File: config.mk
export PLATFORM = sky130hd
export DESIGN_NAME = minirisc_debug_port_flat
export DESIGN_NICKNAME = d
export VERILOG_FILES = /design/src/rtl/minirisc_debug_port_if.sv /design/src/rtl/minirisc_debug_port.sv /design/src/flat_wrapper.sv
export SDC_FILE = /design/constraint.sdc
export NUM_CORES = 1
export LEC_CHECK = 0
export ABC_AREA = 1
export BUFFER_PORTS_ARGS = -buffer_cell sky130_fd_sc_hd__buf_2
export CAP_MARGIN = 30
export CORE_ASPECT_RATIO = 0.75
export CORE_MARGIN = 1
export CORE_UTILIZATION = 28
export CTS_CLUSTER_SIZE = 28
export DETAILED_ROUTE_END_ITERATION = 8
export GPL_TIMING_DRIVEN = 0
export PLACE_DENSITY = 0.47
export SETUP_SLACK_MARGIN = 0.2
export SLEW_MARGIN = 20
export SYNTH_ARGS = -nofsm -noshare
export SYNTH_HDL_FRONTEND = slang
export SYNTH_SLANG_ARGS = --single-unit
File: constraint.sdc
create_clock -name clk -period 1.6 [get_ports clk]
set_input_delay 0.32 -clock clk [delete_from_list [all_inputs] [get_ports clk]]
set_output_delay 0.32 -clock clk [all_outputs]
set_load 0.05 [all_outputs]
File: src/rtl/minirisc_debug_port_if.sv
// Debug readout bus: board switches/LEDs plus the CPU register-file and data-memory debug ports.
// The readout engine uses the master modport; the board/CPU side uses slave.
interface minirisc_debug_port_if #(
  parameter int DATA_W = 32,
  parameter int DISP_W = 16,
  parameter int SEL_W  = 10,
  parameter int DM_AW  = 10
);
  logic [1:0]        mode;
  logic              half;
  logic [SEL_W-1:0]  sel_in;
  logic [4:0]        rf_addr;
  logic [DATA_W-1:0] rf_data;
  logic              dm_req;
  logic              dm_gnt;
  logic [DM_AW-1:0]  dm_addr;
  logic [DATA_W-1:0] dm_data;
  logic [DATA_W-1:0] pc_in;
  logic [DISP_W-1:0] disp_out;
  logic              disp_valid;
  logic              sel_err;

  modport master (
    input  mode, half, sel_in, rf_data, dm_gnt, dm_data, pc_in,
    output rf_addr, dm_req, dm_addr, disp_out, disp_valid, sel_err
  );

  modport slave (
    output mode, half, sel_in, rf_data, dm_gnt, dm_data, pc_in,
    input  rf_addr, dm_req, dm_addr, disp_out, disp_valid, sel_err
  );
endinterface

File: src/rtl/minirisc_debug_port.sv
// Board-side readout engine: debounced switch selection fetches a register-file, data-memory
// or status word and latches half of it onto the LEDs, re-reading periodically while idle.
module minirisc_debug_port #(
  parameter int DATA_W         = 32,
  parameter int DISP_W         = 16,
  parameter int SEL_W          = 10,
  parameter int DM_AW          = 10,
  parameter int STABLE_CYCLES  = 4,
  parameter int REFRESH_CYCLES = 1024
) (
  input logic                   clk,
  input logic                   rst,
  minirisc_debug_port_if.master dbg
);
  localparam int VEC_W = SEL_W + 3;
  localparam int CNT_W = $clog2(STABLE_CYCLES + 1);
  localparam int REF_W = $clog2(REFRESH_CYCLES);

  typedef enum logic [2:0] {S_IDLE, S_RF_RD, S_DM_REQ, S_DM_WAIT, S_CAPTURE} state_t;

  state_t            state_q, state_d;
  logic [VEC_W-1:0]  raw_vec, sync1_q, sync2_q, last_q, acc_q;
  logic [CNT_W-1:0]  cnt_q, cnt_d;
  logic [REF_W-1:0]  ref_q;
  logic [DATA_W-1:0] count_q;
  logic [DISP_W-1:0] disp_q;
  logic [4:0]        rf_addr_q;
  logic [DM_AW-1:0]  dm_addr_q;
  logic              pend_q, pend_d, cur_half_q, disp_valid_q, sel_err_q;
  logic              accept, launch, sel_bad, rf_oor, dm_oor, st_oor;
  logic              capture, cap_half, cap_err, dm_req;
  logic [DATA_W-1:0] status_word, cap_word;
  logic [1:0]        acc_mode;
  logic              acc_half;
  logic [SEL_W-1:0]  acc_sel;

  assign raw_vec  = {dbg.mode, dbg.half, dbg.sel_in};
  assign acc_mode = acc_q[VEC_W-1 -: 2];
  assign acc_half = acc_q[SEL_W];
  assign acc_sel  = acc_q[SEL_W-1:0];

  // Hold time restarts on any change; only a vector differing from the accepted one launches a read.
  always_comb begin
    cnt_d = cnt_q;
    if (sync2_q != last_q)
      cnt_d = CNT_W'(1);
    else if (cnt_q != CNT_W'(STABLE_CYCLES))
      cnt_d = cnt_q + 1'b1;
  end
  assign accept = (cnt_d == CNT_W'(STABLE_CYCLES)) && (sync2_q != acc_q);
  assign launch = (state_q == S_IDLE) && (pend_q || (ref_q == REF_W'(REFRESH_CYCLES - 1)));
  assign pend_d = accept | (pend_q & ~launch);

  assign rf_oor = 32'(acc_sel) >= 32'd32;
  assign st_oor = 32'(acc_sel) >= 32'd2;
  generate
    if (DM_AW < SEL_W) begin : g_dm_rng
      assign dm_oor = |acc_sel[SEL_W-1:DM_AW];
    end else begin : g_dm_full
      assign dm_oor = 1'b0;
    end
  endgenerate

  always_comb begin
    case (acc_mode)
      2'd0:    sel_bad = rf_oor;
      2'd1:    sel_bad = dm_oor;
      2'd2:    sel_bad = st_oor;
      default: sel_bad = 1'b1;
    endcase
  end

  assign status_word = (acc_sel == SEL_W'(0)) ? dbg.pc_in :
                       (acc_sel == SEL_W'(1)) ? count_q : '0;

  always_ff @(posedge clk) begin
    if (rst) state_q <= S_IDLE;
    else     state_q <= state_d;
  end

  always_comb begin
    state_d = state_q;
    case (state_q)
      S_IDLE: begin
        if (launch) begin
          if (sel_bad)              state_d = S_CAPTURE;
          else if (acc_mode == 2'd0) state_d = S_RF_RD;
          else if (acc_mode == 2'd1) state_d = S_DM_REQ;
          else                      state_d = S_CAPTURE;
        end
      end
      S_RF_RD:   state_d = S_CAPTURE;
      S_DM_REQ:  if (dbg.dm_gnt) state_d = S_DM_WAIT;
      S_DM_WAIT: state_d = S_CAPTURE;
      default:   state_d = S_IDLE;
    endcase
  end

  // The display latch loads on the edge that enters CAPTURE, from whichever source fed it.
  always_comb begin
    dm_req   = (state_q == S_DM_REQ);
    capture  = 1'b0;
    cap_word = '0;
    cap_half = cur_half_q;
    cap_err  = 1'b0;
    case (state_q)
      S_IDLE: begin
        capture  = launch && (state_d == S_CAPTURE);
        cap_half = acc_half;
        cap_err  = sel_bad;
        cap_word = sel_bad ? '0 : status_word;
      end
      S_RF_RD: begin
        capture  = 1'b1;
        cap_word = dbg.rf_data;
      end
      S_DM_WAIT: begin
        capture  = 1'b1;
        cap_word = dbg.dm_data;
      end
      default: ;
    endcase
  end

  always_ff @(posedge clk) begin
    if (rst) begin
      sync1_q      <= '0;
      sync2_q      <= '0;
      last_q       <= '0;
      acc_q        <= '0;
      cnt_q        <= '0;
      pend_q       <= 1'b0;
      ref_q        <= '0;
      count_q      <= '0;
      cur_half_q   <= 1'b0;
      rf_addr_q    <= '0;
      dm_addr_q    <= '0;
      disp_q       <= '0;
      disp_valid_q <= 1'b0;
      sel_err_q    <= 1'b0;
    end else begin
      sync1_q <= raw_vec;
      sync2_q <= sync1_q;
      last_q  <= sync2_q;
      cnt_q   <= cnt_d;
      pend_q  <= pend_d;
      count_q <= count_q + 1'b1;
      if (accept) acc_q <= sync2_q;
      if (state_q == S_IDLE && !launch) ref_q <= ref_q + 1'b1;
      else                              ref_q <= '0;
      if (launch) cur_half_q <= acc_half;
      if (launch && state_d == S_RF_RD)  rf_addr_q <= acc_sel[4:0];
      if (launch && state_d == S_DM_REQ) dm_addr_q <= acc_sel[DM_AW-1:0];
      if (capture) begin
        disp_q    <= cap_half ? cap_word[DATA_W-1:DISP_W] : cap_word[DISP_W-1:0];
        sel_err_q <= cap_err;
      end
      // A read superseded by a newer selection still updates the LEDs but stays marked invalid.
      if (accept)                  disp_valid_q <= 1'b0;
      else if (capture && !pend_d) disp_valid_q <= 1'b1;
    end
  end

  assign dbg.rf_addr    = rf_addr_q;
  assign dbg.dm_req     = dm_req;
  assign dbg.dm_addr    = dm_addr_q;
  assign dbg.disp_out   = disp_q;
  assign dbg.disp_valid = disp_valid_q;
  assign dbg.sel_err    = sel_err_q;
endmodule

File: src/flat_wrapper.sv
// flat-port wrapper written by rule: the top's interface ports become plain ports
module minirisc_debug_port_flat 
#(
  parameter int DATA_W         = 32,
  parameter int DISP_W         = 16,
  parameter int SEL_W          = 10,
  parameter int DM_AW          = 10,
  parameter int STABLE_CYCLES  = 4,
  parameter int REFRESH_CYCLES = 1024
)
  (clk, rst, dbg_mode, dbg_half, dbg_sel_in, dbg_rf_data, dbg_dm_gnt, dbg_dm_data, dbg_pc_in, dbg_rf_addr, dbg_dm_req, dbg_dm_addr, dbg_disp_out, dbg_disp_valid, dbg_sel_err);
  minirisc_debug_port_if #(.DATA_W(DATA_W), .DISP_W(DISP_W), .SEL_W(SEL_W), .DM_AW(DM_AW)) dbg_i ();
  input logic clk;
  input logic rst;
  input wire logic [$bits(dbg_i.mode)-1:0] dbg_mode;
  input wire logic [$bits(dbg_i.half)-1:0] dbg_half;
  input wire logic [$bits(dbg_i.sel_in)-1:0] dbg_sel_in;
  input wire logic [$bits(dbg_i.rf_data)-1:0] dbg_rf_data;
  input wire logic [$bits(dbg_i.dm_gnt)-1:0] dbg_dm_gnt;
  input wire logic [$bits(dbg_i.dm_data)-1:0] dbg_dm_data;
  input wire logic [$bits(dbg_i.pc_in)-1:0] dbg_pc_in;
  output wire logic [$bits(dbg_i.rf_addr)-1:0] dbg_rf_addr;
  output wire logic [$bits(dbg_i.dm_req)-1:0] dbg_dm_req;
  output wire logic [$bits(dbg_i.dm_addr)-1:0] dbg_dm_addr;
  output wire logic [$bits(dbg_i.disp_out)-1:0] dbg_disp_out;
  output wire logic [$bits(dbg_i.disp_valid)-1:0] dbg_disp_valid;
  output wire logic [$bits(dbg_i.sel_err)-1:0] dbg_sel_err;
  assign dbg_i.mode = dbg_mode;
  assign dbg_i.half = dbg_half;
  assign dbg_i.sel_in = dbg_sel_in;
  assign dbg_i.rf_data = dbg_rf_data;
  assign dbg_i.dm_gnt = dbg_dm_gnt;
  assign dbg_i.dm_data = dbg_dm_data;
  assign dbg_i.pc_in = dbg_pc_in;
  assign dbg_rf_addr = dbg_i.rf_addr;
  assign dbg_dm_req = dbg_i.dm_req;
  assign dbg_dm_addr = dbg_i.dm_addr;
  assign dbg_disp_out = dbg_i.disp_out;
  assign dbg_disp_valid = dbg_i.disp_valid;
  assign dbg_sel_err = dbg_i.sel_err;
  minirisc_debug_port #(.DATA_W(DATA_W), .DISP_W(DISP_W), .SEL_W(SEL_W), .DM_AW(DM_AW), .STABLE_CYCLES(STABLE_CYCLES), .REFRESH_CYCLES(REFRESH_CYCLES)) u_core (.clk(clk), .rst(rst), .dbg(dbg_i));
endmodule
==> flow_summary.ini, run 1 <==
[run_status]
run_status = finished, violations left
violations = setup timing

[sta]
rsz0062_at_grt = true
hold_violations = 0
fin_worst_skew_ns = 0.01077
slew_headroom_pct = 47.99
max_freq_mhz = 566.0
worst_slew_pin_slew_ns = 0.7801
holdWs_ns = 0.09267
final.setup.worst_slack_ns = -0.1667
slew_viol_final = 0
fin_setup_tns_ns = -3.648
fin_crit_ns = 1.767
post-route-period-util_pct = 110.4
finalSetupViolations = 41

[place]
dp_hpwl_um = 17010
post-place-ws_ns = -0.5620
port_buffers = 144
gp_congestion = 0.9256

[worst_setup_path]
path_delay_family = simple AND/OR/NAND/NOR gates
path_cells = ha_4, nand3_4, nor2_4, nand4_4, a21oi_4, nand2_2, nand2_8, buf_6, buf_6, o21ai_0, a21oi_1
path_class = reg -> reg
crit_fanout = 7
worst-path-buf-inv = 2
regToRegEndpoint = u_core.dbg.disp_out[8]$_SDFFE_PP0P_
r2r-start = u_core.ref_q[0]$_SDFF_PP0_
crit_path_start = u_core.ref_q[0]$_SDFF_PP0_
slowest_delay_ns = 0.35
slowest_stage = dfxtp_2
arrival_ns = 2.13
reg2regPathDepth = 11
critPathMostFrequentCell = buf_6
required_ns = 1.96
end_kind = flop
cp-start-kind = flop
r2r_slack_ns = -0.17

[power_and_ir_drop]
p_leak_nw = 4.549
power.switching_mw = 2.007
seqPwrFrac_pct = 42.3
p_sw_share_pct = 24.63
pwr-share-clk_pct = 50.3
powerDensity_nw_per_um2 = 813.5
combPwrFrac_pct = 7.4
intPower_mw = 6.143
ir_drop_mv = 0.6710

[layout]
nFillCells = 2432
final_util_pct = 43.22
antenna_cells = 0
layout_common_cells = nand2_1 (152), buf_2 (135), inv_1 (123)
multiInputGateArea_sq_um = 4013
seq_area_sq_um = 2806
layout-drive-gt1-share_pct = 42.23
area_growth_pct = 50.25
fin_nets = 1287
layout_commonest_cell = nand2_1

[detailed_routing]
dr.first_iter.drc_count = 453
wire_per_inst_um = 15.51
totalWireLength_um = 23020
postRouteAntennaNets = 0
drc_errors = 0
top_layer_used = met4
vias_per_cell = 4.610
wl_met2_um = 9695
dr_total_vias = 6841
wl_met3_um = 1240
drt-pass1-iter-count = 5
met1_length_um = 11840

[hold_path]
holdPathStages = 3
hold_class = in -> reg
min_from = dbg_sel_in[5]
min_to = u_core.sync1_q[5]$_SDFF_PP0_

[clock_tree]
htree_levels = 4
clk_pin_slew_ns = 0.06
cts_buffers = 17
clock_path_buffers = 2
hold_buffers = 0
root_buffer = clkbuf_16
tritoncts = done
clock-sinks = 135
insertion_delay_ns = 0.43

[floorplanning]
dieArea_sq_um = 24440
die_w_um = 180.2
chipHeight_um = 135.6
core_sq_um = 23180
start_util_pct = 28.76
num_io_pins = 146
num_rows = 48

[run]
drv_cap = 0

[logic_synthesis]
ys_seq_area_share_pct = 40.53
netlist_area_sq_um = 6668
ys_warn_count = 0
synth_edf_count = 0
synth_async_sr_flop_share_pct = 0
synth_seq_cells = 135
synth_nets = 1057
syn_avg_cell_area_sq_um = 7.086
ys_types = 43
synth_ff_type = dfxtp_1
postSynthCellCount = 941

[grt]
grt_start_max_net_pins = 17
antenna_found_initial = 0
grt_pass1_wl_um = 35910
grt_pass1_vias = 6351
overflow = 0
gr-usage-all-layers_pct = 19.29
==> power by group through the flow <==
stage          logic (mW)  registers [mW]  clock network, mW
2_1_floorplan       0.277            3.53                  0
3_3_place_gp        0.518            3.54                  0
3_5_place_dp        0.519            3.54                  0
4_1_cts             0.584            3.45               4.17
5_1_grt             0.676            3.45               4.35
6_report            0.602            3.44               4.10
==> routing by layer <==
metal  track usage, %  vias to the layer above
li1                 -                     3506
met1            28.68                     3120
met2            27.97                      195
met3            3.763                       20
met4            5.176                        0
met5                0                        -
==> per-stage QoR <==
stage / cell area (sq um) / power, mW / instances
6_report: 10020 / 8.150 / 1484
2_1_floorplan: 6872 / 3.807 / 941
3_5_place_dp: 7968 / 4.061 / 1385
4_1_cts: 9570 / 8.204 / 1464
5_1_grt: 10020 / 8.478 / 1484
3_3_place_gp: 7968 / 4.060 / 1385
==> flip-flops by register name, summed over array words and instances, names as in the netlist <==
| register | cells |
|---|---|
| u_core.acc_q | 13 |
| u_core.cnt_q | 3 |
| u_core.count_q | 32 |
| u_core.cur_half_q | 1 |
| u_core.dbg.disp_out | 16 |
| u_core.dbg.disp_valid | 1 |
| u_core.dbg.dm_addr | 10 |
| u_core.dbg.rf_addr | 5 |
| u_core.dbg.sel_err | 1 |
| u_core.last_q | 13 |
| u_core.pend_q | 1 |
| u_core.ref_q | 10 |
| u_core.state_q | 3 |
| u_core.sync1_q | 13 |
| u_core.sync2_q | 13 |
==> worst reg2reg max path, cell delays in order (launching register included) <==
cell	delay [ns]
dfxtp_2	0.35
ha_4	0.16
nand3_4	0.09
nor2_4	0.14
nand4_4	0.11
a21oi_4	0.20
nand2_2	0.12
nand2_8	0.14
buf_6	0.12
buf_6	0.09
o21ai_0	0.06
a21oi_1	0.13
==> cell families (layout without fill, tap and decap cells) <==
kind of cell | Yosys count | after routing | share of synthesized area, %
simple gates | 423 | 423 | 28.95
buf+inv | 179 | 422 | 11.18
compound gates | 175 | 175 | 15.29
flops | 135 | 135 | 40.53
xor+xnor | 25 | 25 | 3.284
fa+ha+maj | 4 | 4 | 0.7506
==> synthesized netlist by cell type, types with 8 or more instances <==
library cell,count,area share [%]
a21oi_1,51,3.8
a22oi_1,31,3.5
buf_2,9,0.68
clkbuf_1,11,0.62
dfxtp_1,135,41
inv_1,139,7.8
nand2_1,176,9.9
nand3_1,53,4.0
nand4_1,12,1.1
nor2_1,118,6.6
nor2_2,8,0.75
nor3_1,19,1.4
o21ai_0,57,4.3
o21ai_1,10,0.75
o22ai_1,14,1.3
xnor2_1,13,1.7
xor2_1,12,1.6
==> worst max-delay path by stage <==
stage                                                endpoint  slack (ns)  cells past startpoint
after global placement             u_core.ref_q[9]$_SDFF_PP0_       -0.53                      5
after detailed placement           u_core.ref_q[9]$_SDFF_PP0_       -0.56                      5
after global routing       u_core.dbg.rf_addr[1]$_SDFFE_PP0P_       -0.26                     10
after floorplan           u_core.dbg.disp_out[3]$_SDFFE_PP0P_        0.01                     11
final                     u_core.dbg.disp_out[8]$_SDFFE_PP0P_       -0.17                     11
after CTS                 u_core.dbg.disp_out[2]$_SDFFE_PP0P_       -0.11                     10
==> area by class of cell <==
class	instances	area share (%)
multi-input cells	627	40.05
well taps	300	3.747
repair buffers	211	13.90
clock inverters	14	1.723
inverters	143	5.483
flip-flops and latches	135	28.01
clock buffers	18	4.284
plain buffers	36	2.798
==> timing repair <==
item,CTS,global route
cloned,6,1
endpoints found under the hold margin,0,0
endpoints found under the setup margin,83,93
buffers inserted,41,19
pin swaps,63,19
gates resized for setup,196,84
Note: power is estimated with default switching activity, not from simulation.
==> run 2, diff against run 1 <==
--- a/config.mk
+++ b/config.mk
@@ -5,7 +5,6 @@
 export SDC_FILE = /design/constraint.sdc
 export NUM_CORES = 1
 export LEC_CHECK = 0
-export ABC_AREA = 1
 export BUFFER_PORTS_ARGS = -buffer_cell sky130_fd_sc_hd__buf_2
 export CAP_MARGIN = 30
 export CORE_ASPECT_RATIO = 0.75
@@ -14,7 +13,7 @@
 export CTS_CLUSTER_SIZE = 28
 export DETAILED_ROUTE_END_ITERATION = 8
 export GPL_TIMING_DRIVEN = 0
-export PLACE_DENSITY = 0.47
+export PLACE_DENSITY = 0.48
 export SETUP_SLACK_MARGIN = 0.2
 export SLEW_MARGIN = 20
 export SYNTH_ARGS = -nofsm -noshare
==> flow_summary.ini, run 2 <==
[run_status]
violations = setup timing
run_status = finished, violations left

[logic_synthesis]
ys_types = 43
synth_async_sr_flop_share_pct = 0
netlist_area_sq_um = 6202
ys_warn_count = 0
synth_seq_cells = 135
synth_top_area_share_pct = 43.57
synth_area_leaders = dfxtp_1 (44%), mux2i_1 (13%), nor2b_1 (5.3%), o221ai_1 (4.5%), xnor2_1 (4.4%)
synth_nets = 743
synth_edf_count = 0
ys_seq_area_share_pct = 43.57
syn_avg_cell_area_sq_um = 9.892
synth_top_area_cell = dfxtp_1
yosys-top-cells-count = dfxtp_1 (135), mux2i_1 (81), nor2_1 (61)
synth_ff_type = dfxtp_1
synth_most_common_cell = dfxtp_1
postSynthCellCount = 627

[floorplanning]
chipHeight_um = 130.9
num_rows = 46
start_util_pct = 28.97
die_w_um = 173.9
num_io_pins = 146
core_sq_um = 21410
dieArea_sq_um = 22760

[worst_setup_path]
crit_fanout = 4
reg2regPathDepth = 8
end_kind = flop
required_ns = 1.90
arrival_ns = 2.48
r2r_slack_ns = -0.57
cp-start-kind = flop
path_class = reg -> reg

[clock_tree]
clock_path_buffers = 2
cts_buffers = 17
tritoncts = done
clock-sinks = 135
insertion_delay_ns = 0.43
hold_buffers = 0
clk_pin_slew_ns = 0.07
root_buffer = clkbuf_16
htree_levels = 4

[layout]
layout_common_cells = buf_2 (130), dfxtp_1 (100), mux2i_1 (77)
fin_nets = 969
antenna_cells = 0
final_util_pct = 45.25
regMostFlops = u_core.count_q
largest_reg_flops = 32
layout-drive-gt1-share_pct = 47.69
area_growth_pct = 56.20
layout_commonest_cell = buf_2

[sta]
worst_slew_pin_slew_ns = 0.9357
fin_crit_ns = 2.174
slew_viol_final = 0
slew_headroom_pct = 37.62
fin_worst_skew_ns = 0.01432
post-route-period-util_pct = 135.9
fin_setup_tns_ns = -24.55
rsz0062_at_grt = true
finalSetupViolations = 80
final.setup.worst_slack_ns = -0.5744
hold_violations = 0
max_freq_mhz = 459.9

[detailed_routing]
postRouteAntennaNets = 0
drc_errors = 0
totalWireLength_um = 21120
drt-pass1-iter-count = 4
dr.first_iter.drc_count = 346
vias_per_cell = 4.800
wire_per_inst_um = 18.30
dr_total_vias = 5539

[grt]
met3_usage_pct = 4.080
gr-usage-all-layers_pct = 18.56
grt_start_max_net_pins = 17
met1_usage_pct = 26.23
grt_pass1_vias = 5499
busiest_layer = met2
grt_pass1_wl_um = 31440
overflow = 0
antenna_found_initial = 0
grt.met2_usage_pct = 28.80

[hold_path]
hold_class = in -> reg
holdPathStages = 2

[power_and_ir_drop]
power.total_mw = 8.039
ir_drop_mv = 0.6179
powerDensity_nw_per_um2 = 829.7
p_leak_nw = 3.929

[place]
gp_congestion = 0.8494
dp_hpwl_um = 14990
port_buffers = 145

[run]
drv_cap = 0
-- run 2: worst max-delay path: stages, from the launching register on --
cell and delay [ns]:
dfxtp_4 0.35, xor2_1 0.16, nor4_2 0.34, nand4_1 0.20, nor4_4 0.36, buf_4 0.18, nor4_4 0.04, buf_6 0.15
mux2_4 0.29
-- run 2: logic make-up (layout without fill, tap and decap cells) --
family          after synthesis  count (layout)  synth area share (%)
flops                       135             135                 43.57
compound gates               73              73                 9.401
buf+inv                      52             291                 3.470
simple gates                210             210                 18.62
xor+xnor                     59              59                 8.332
mux                          94              94                 15.80
fa+ha+maj                     4               4                0.8070
-- run 2: cell type report --
class                           count  area (sq um)
Clock inverter                     15         178.9
Multi-Input combinational cell    440          4091
Clock buffer                       17         425.4
Tap cell                          288         360.3
Fill cell                        2030         11720
Timing Repair Buffer              207          1433
Inverter                           11         41.29
Sequential cell                   135          2771
Buffer                             41         386.6
-- run 2: per-stage QoR --
| stage | hold WS, ns | setup slack, ns | instances | instance area, sq um |
|---|---|---|---|---|
| after CTS | 0.08518 | -0.5970 | 1143 | 9313 |
| final | 0.09710 | -0.5744 | 1154 | 9688 |
| after global placement | 0.4308 | -0.8472 | 1060 | 7604 |
| after floorplan | 0.4137 | -0.4462 | 627 | 6518 |
| after detailed placement | 0.4204 | -0.8629 | 1060 | 7604 |
| after global routing | 0.08337 | -0.6371 | 1154 | 9688 |
-- run 2: layer usage --
| metal | vias to the layer above | wire [um] |
|---|---|---|
| met5 | - | 0 |
| met4 | 0 | 167 |
| met3 | 12 | 1161 |
| met2 | 119 | 9637 |
| met1 | 2717 | 10150 |
| li1 | 2691 | - |
-- run 2: final timing paths --
path / start / end
worst max register to register: u_core.acc_q[1]$_SDFFE_PP0P_ / u_core.acc_q[8]$_SDFFE_PP0P_
worst min-delay path: dbg_sel_in[1] / u_core.sync1_q[1]$_SDFF_PP0_
worst min register to register: u_core.sync1_q[6]$_SDFF_PP0_ / u_core.sync2_q[6]$_SDFF_PP0_
worst max-delay path: u_core.acc_q[1]$_SDFFE_PP0P_ / u_core.acc_q[8]$_SDFFE_PP0P_
-- run 2: where the power goes --
group / internal (mW) / total [mW] / switching (mW)
logic: 0.307 / 0.613 / 0.307
registers: 3.41 / 3.45 / 0.0390
clock network: 2.23 / 3.98 / 1.75
total: 5.94 / 8.04 / 2.09
-- run 2: timing repair --
item	4_1_cts	5_1_grt
resized for setup	142	80
pin swaps	63	44
cloned	6	0
setup buffers	45	11
endpoints found under the setup margin	119	101
